<file path="src/rtl/prog_sequencer.sv">
// Run controller: launches programs on Start falling edge, steers PC increment/branch loads, stops on Halt.
// PCEn/PCLoad/PCLoadVal are combinational (zero latency); status outputs registered; no backpressure.
module prog_sequencer #(
    parameter int L      = 10,
    parameter int NPROG  = 3,
    parameter int ENTRY0 = 0,
    parameter int ENTRY1 = 190,
    parameter int ENTRY2 = 200
) (
    input  logic         Clk,
    input  logic         Reset,
    input  logic         Start,
    input  logic         Halt,
    input  logic         BranchTaken,
    input  logic         BranchUp,
    input  logic [7:0]   PCTarget,
    input  logic [L-1:0] PCNow,
    output logic         PCEn,
    output logic         PCLoad,
    output logic [L-1:0] PCLoadVal,
    output logic [1:0]   ProgNum,
    output logic         Running,
    output logic         Done,
    output logic [15:0]  CycleCount,
    output logic         Err
);

    typedef enum logic [2:0] {
        ST_IDLE,
        ST_ARMED,
        ST_LOAD,
        ST_RUN,
        ST_HALTED
    } state_t;

    state_t       state_q, state_d;
    logic         start_q, start_d;
    logic [1:0]   prog_num_q, prog_num_d;
    logic [15:0]  cycle_cnt_q, cycle_cnt_d;
    logic         err_q, err_d;

    logic         rise, fall;
    logic         pc_en, pc_load;
    logic [L-1:0] pc_load_val;
    logic [L-1:0] entry_pc;
    logic [L-1:0] tgt_ext;

    always_comb begin
        entry_pc = '0;
        case (prog_num_q)
            2'd0:    entry_pc = L'(ENTRY0);
            2'd1:    entry_pc = L'(ENTRY1);
            2'd2:    entry_pc = L'(ENTRY2);
            default: entry_pc = '0;
        endcase
    end

    assign tgt_ext = L'(PCTarget);
    assign rise    = Start & ~start_q;
    assign fall    = ~Start & start_q;

    always_comb begin
        state_d     = state_q;
        start_d     = Start;
        prog_num_d  = prog_num_q;
        cycle_cnt_d = cycle_cnt_q;
        err_d       = err_q;
        pc_en       = 1'b0;
        pc_load     = 1'b0;
        pc_load_val = '0;
        case (state_q)
            ST_IDLE, ST_HALTED: begin
                if (rise) state_d = ST_ARMED;
            end
            ST_ARMED: begin
                if (fall) begin
                    if (int'(prog_num_q) < NPROG) begin
                        state_d = ST_LOAD;
                    end else begin
                        state_d = ST_IDLE;
                        err_d   = 1'b1;
                    end
                end
            end
            ST_LOAD: begin
                pc_load     = 1'b1;
                pc_load_val = entry_pc;
                prog_num_d  = prog_num_q + 2'd1;
                cycle_cnt_d = '0;
                state_d     = ST_RUN;
            end
            ST_RUN: begin
                if (cycle_cnt_q != 16'hFFFF) cycle_cnt_d = cycle_cnt_q + 16'd1;
                if (rise) err_d = 1'b1;
                // Halt freezes the PC on the halt instruction even if a branch is also flagged
                if (Halt) begin
                    state_d = ST_HALTED;
                end else if (BranchTaken) begin
                    pc_load     = 1'b1;
                    pc_load_val = BranchUp ? (PCNow - tgt_ext) : (PCNow + tgt_ext);
                end else begin
                    pc_en = 1'b1;
                end
            end
            default: state_d = ST_IDLE;
        endcase
    end

    always_ff @(posedge Clk) begin
        if (Reset) begin
            state_q     <= ST_IDLE;
            start_q     <= 1'b0;
            prog_num_q  <= '0;
            cycle_cnt_q <= '0;
            err_q       <= 1'b0;
        end else begin
            state_q     <= state_d;
            start_q     <= start_d;
            prog_num_q  <= prog_num_d;
            cycle_cnt_q <= cycle_cnt_d;
            err_q       <= err_d;
        end
    end

    // PC control is held off while Reset is asserted so the PC never moves during reset
    assign PCEn       = pc_en & ~Reset;
    assign PCLoad     = pc_load & ~Reset;
    assign PCLoadVal  = Reset ? '0 : pc_load_val;
    assign ProgNum    = prog_num_q;
    assign Running    = (state_q == ST_RUN);
    assign Done       = (state_q == ST_HALTED);
    assign CycleCount = cycle_cnt_q;
    assign Err        = err_q;

endmodule
</file>
<file path="config.mk">
export PLATFORM = sky130hd
export DESIGN_NAME = prog_sequencer
export DESIGN_NICKNAME = d
export VERILOG_FILES = /design/src/rtl/prog_sequencer.sv
export SDC_FILE = /design/constraint.sdc
export NUM_CORES = 1
export LEC_CHECK = 0
export BUFFER_PORTS_ARGS = -buffer_cell sky130_fd_sc_hd__clkbuf_2
export CAP_MARGIN = 40
export CORE_UTILIZATION = 48
export CTS_BUF_LIST = sky130_fd_sc_hd__clkbuf_8 sky130_fd_sc_hd__clkbuf_16
export CTS_CLUSTER_DIAMETER = 30
export DETAILED_ROUTE_END_ITERATION = 12
export PLACE_DENSITY = 0.8
export SYNTH_ARGS = -nofsm -noshare
export SYNTH_HDL_FRONTEND = slang
export SYNTH_SLANG_ARGS = --single-unit
export TNS_END_PERCENT = 5
</file>
<file path="constraint.sdc">
create_clock -name Clk -period 6.4 [get_ports Clk]
set_input_delay 1.28 -clock Clk [delete_from_list [all_inputs] [get_ports Clk]]
set_output_delay 1.28 -clock Clk [all_outputs]
set_load 0.05 [all_outputs]
</file>
==> impl_results.md <==
- WS Path Type: in2out
- Share of cells above drive strength 1: 25.6%
- Required time of the critical path: 5.12 ns
- Slew headroom: 64.4%
- Post-synthesis sequential area ratio: 26.7%
- Cell Area, Synth: 1730 um2
- Worst Reg-to-Reg Cells: 7
- Clock Root Buffer: clkbuf_8
- Hpwl dp: 3.01 mm
- Pin count of the biggest net entering global routing: 14
- Syn Inst Count: 216
- Status: complete, no violations
- Worst Setup End Kind: output pin
- Worst Tran Pin Value: 0.533 ns
- Total Wirelength: 3.78 mm
- Clk Latency, worst-skew pair: 0.26 ns
- Max Fclk: 201 MHz
- Async SR Flop Fraction: 0%
- WL per Instance: 11.9 um
- Syn Area/Cell: 7.99 um2
- Final nets: 313
- Final instance area: 2100 um2
- R2r startpoint: CycleCount[0]
- CTS buffer count: 3
- Post-route ant nets: 0
- Distinct cells, synth: 45
- Peak supply drop: 0.0000916 V
- Number of global-route vias before repair: 1548
- Global placement routability congestion: 0.858
- Worst min-delay path endpoint: Err
- Clock sinks: 23
- P_leak: 0.955 nW
- CTS Buffer Depth: 2
- Period utilisation layout: 77.7%
- Resized Gates After CTS: 0
- Initial DRC count: 78
- Max-cap violations: 0
- Dpl ws: 1.45 ns
- Final core utilization: 61.9%
- Hold Slack: 0.488 ns
- Drt via density: 5.33
- Most common cell after layout, fill and taps aside: clkbuf_2
- Tot GR Track Use: 21.8%
- CTS Hold Bufs: 0
- Top-Level Pins: 57
- Area fraction of the dominant cell type after synthesis: 26.7%
- DR pass1 iterations: 5
- Die width: 62.0 um
- DRC Markers: 0
- RSZ-0062 raised after global routing: no
- Layout fillers: 319
- Hold Path Depth: 2
- Maximum level of the CTS H-tree: 1
- Ys Warns: 0
- Core box area: 3390 um2
- Setup repair bufs after CTS: 0
- Ys flop type: dfxtp_1
- Setup WS post-layout: 1.43 ns
- Hold_sp: Err
- Antenna violations before repair: 0
- Capture point of the worst reg-to-reg path: CycleCount[14]
- #FFs+latches synth: 23
- FF-to-FF setup slack: 4.74 ns
- First-pass GRT wire length: 6.50 mm
- Starting Density: 50.9%
- IO Port Bufs: 56
- Critical Path AT: 3.69 ns
- DIE HEIGHT: 62.0 um
- Worst-case clock skew: 0.00618 ns
- Worst-path clk slew: 0.08 ns
- Multi-input combinational cell area: 1200 um2
- EDFF count, synth: 0
- Diode count: 0
- CTS tree: built
- Die ar.: 3840 um2
- Setup Viol. Count Final: 0
- Placed Area: 2050 um2
- Post-route setup TNS: 0 ns
- CP startpoint kind: input pin
- Fin. Hold Viols: 0
- PwrDens: 153 nW/um2
- # rows: 21
- Register area: 460 um2
- Layout area overhead: 21.7%
- Final Critical Period: 4.97 ns
- Final Max Slew Viols: 0
- GRT overflow: 0
- Most frequent cells in the layout: clkbuf_2 (56), nor2_1 (33), dfxtp_1 (23), xnor2_1 (16), nand2_1 (16)
- Syn nets: 255
- HP Class: reg2reg
- Critical Path Fanout Max: 3
- Synth top area cells: dfxtp_1 (27%), ha_1 (10%), xnor2_1 (8.1%), nor2_1 (7.2%), xor2_1 (5.6%)
- DR vias: 1700
- Area leader, netlist: dfxtp_1
[per-stage QoR]
step / std cells / total power, mW
floorplan: 216 / 0.213
global placement: 314 / 0.232
detailed placement: 315 / 0.235
CTS: 319 / 0.324
global route: 319 / 0.339
finish: 319 / 0.322
[worst max path at each step]
stage          slack, ns        start  cells past startpoint            to
2_1_floorplan       1.10  PCTarget[0]                     12  PCLoadVal[9]
5_1_grt             1.22  PCTarget[0]                     14  PCLoadVal[9]
4_1_cts             1.45  PCTarget[2]                     12  PCLoadVal[9]
6_report            1.43  PCTarget[3]                     12  PCLoadVal[7]
3_5_place_dp        1.45  PCTarget[2]                     12  PCLoadVal[9]
3_3_place_gp        1.49  PCTarget[2]                     12  PCLoadVal[7]
[metal layers]
metal	track usage [%]	routed length [um]	part of all wire, %	up-vias
met2	36.9	1780	47	53
met5	0	0	0	-
li1	-	-	-	872
met1	29.2	1810	48	769
met4	5.40	36	0.95	0
met3	3.11	164	4.3	6
[sequential cells by signal (all words and copies together) (netlist names)]
signal and flops:
state_q 3, CycleCount 16, ProgNum 2, start_q 1, Err 1
[worst max-delay path: stages]
cell and delay (ns):
clkbuf_2 0.09, nor2_1 0.16, nor4b_2 0.32, nor2_1 0.10, xnor2_1 0.14, ha_1 0.32
and2_1 0.19, a221o_1 0.34, a21oi_1 0.18, xor2_1 0.09, o22ai_1 0.16, clkbuf_2 0.31
[cells in the mapped netlist, types with 2 or more instances]
cell      count
nor2_1       33
dfxtp_1      23
nand2_1      16
xnor2_1      16
ha_1         14
inv_1        11
xor2_1       11
a21oi_1       9
nand3_1       9
nor3_1        8
o21ai_0       8
a31oi_1       5
nand2b_1      5
nand4_1       5
o22ai_1       4
a21o_1        3
and3_1        3
buf_2         2
mux2i_1       2
nor2b_1       2
o211a_1       2
o21bai_1      2
[where the power goes]
group / switching [mW] / total, mW / internal (mW)
clock network: 0.0451 / 0.0885 / 0.0434
registers: 0.00291 / 0.147 / 0.144
logic: 0.0456 / 0.0857 / 0.0401
[cell type report]
| cell class | count | share of cell area [%] |
|---|---|---|
| Sequential cell | 23 | 21.9 |
| Tap cell | 46 | 2.74 |
| Multi-Input combinational cell | 178 | 57.3 |
| Clock buffer | 3 | 1.97 |
| Timing Repair Buffer | 57 | 13.9 |
| Inverter | 11 | 1.97 |
| Clock inverter | 1 | 0.238 |
[cells by family (layout without fill, tap and decap cells)]
kind of cell	after synthesis	count (layout)	share of synthesized area (%)
flip-flops	23	23	26.7
multiplexers	3	3	1.81
buffers and inverters	15	72	3.63
AND/OR/NAND/NOR	92	92	27.1
XOR/XNOR	27	27	13.7
AO/OA/AOI/OAI	41	41	15.7
adder cells (fa/ha/maj)	15	15	11.3
Note: power is estimated with default switching activity, not from simulation.
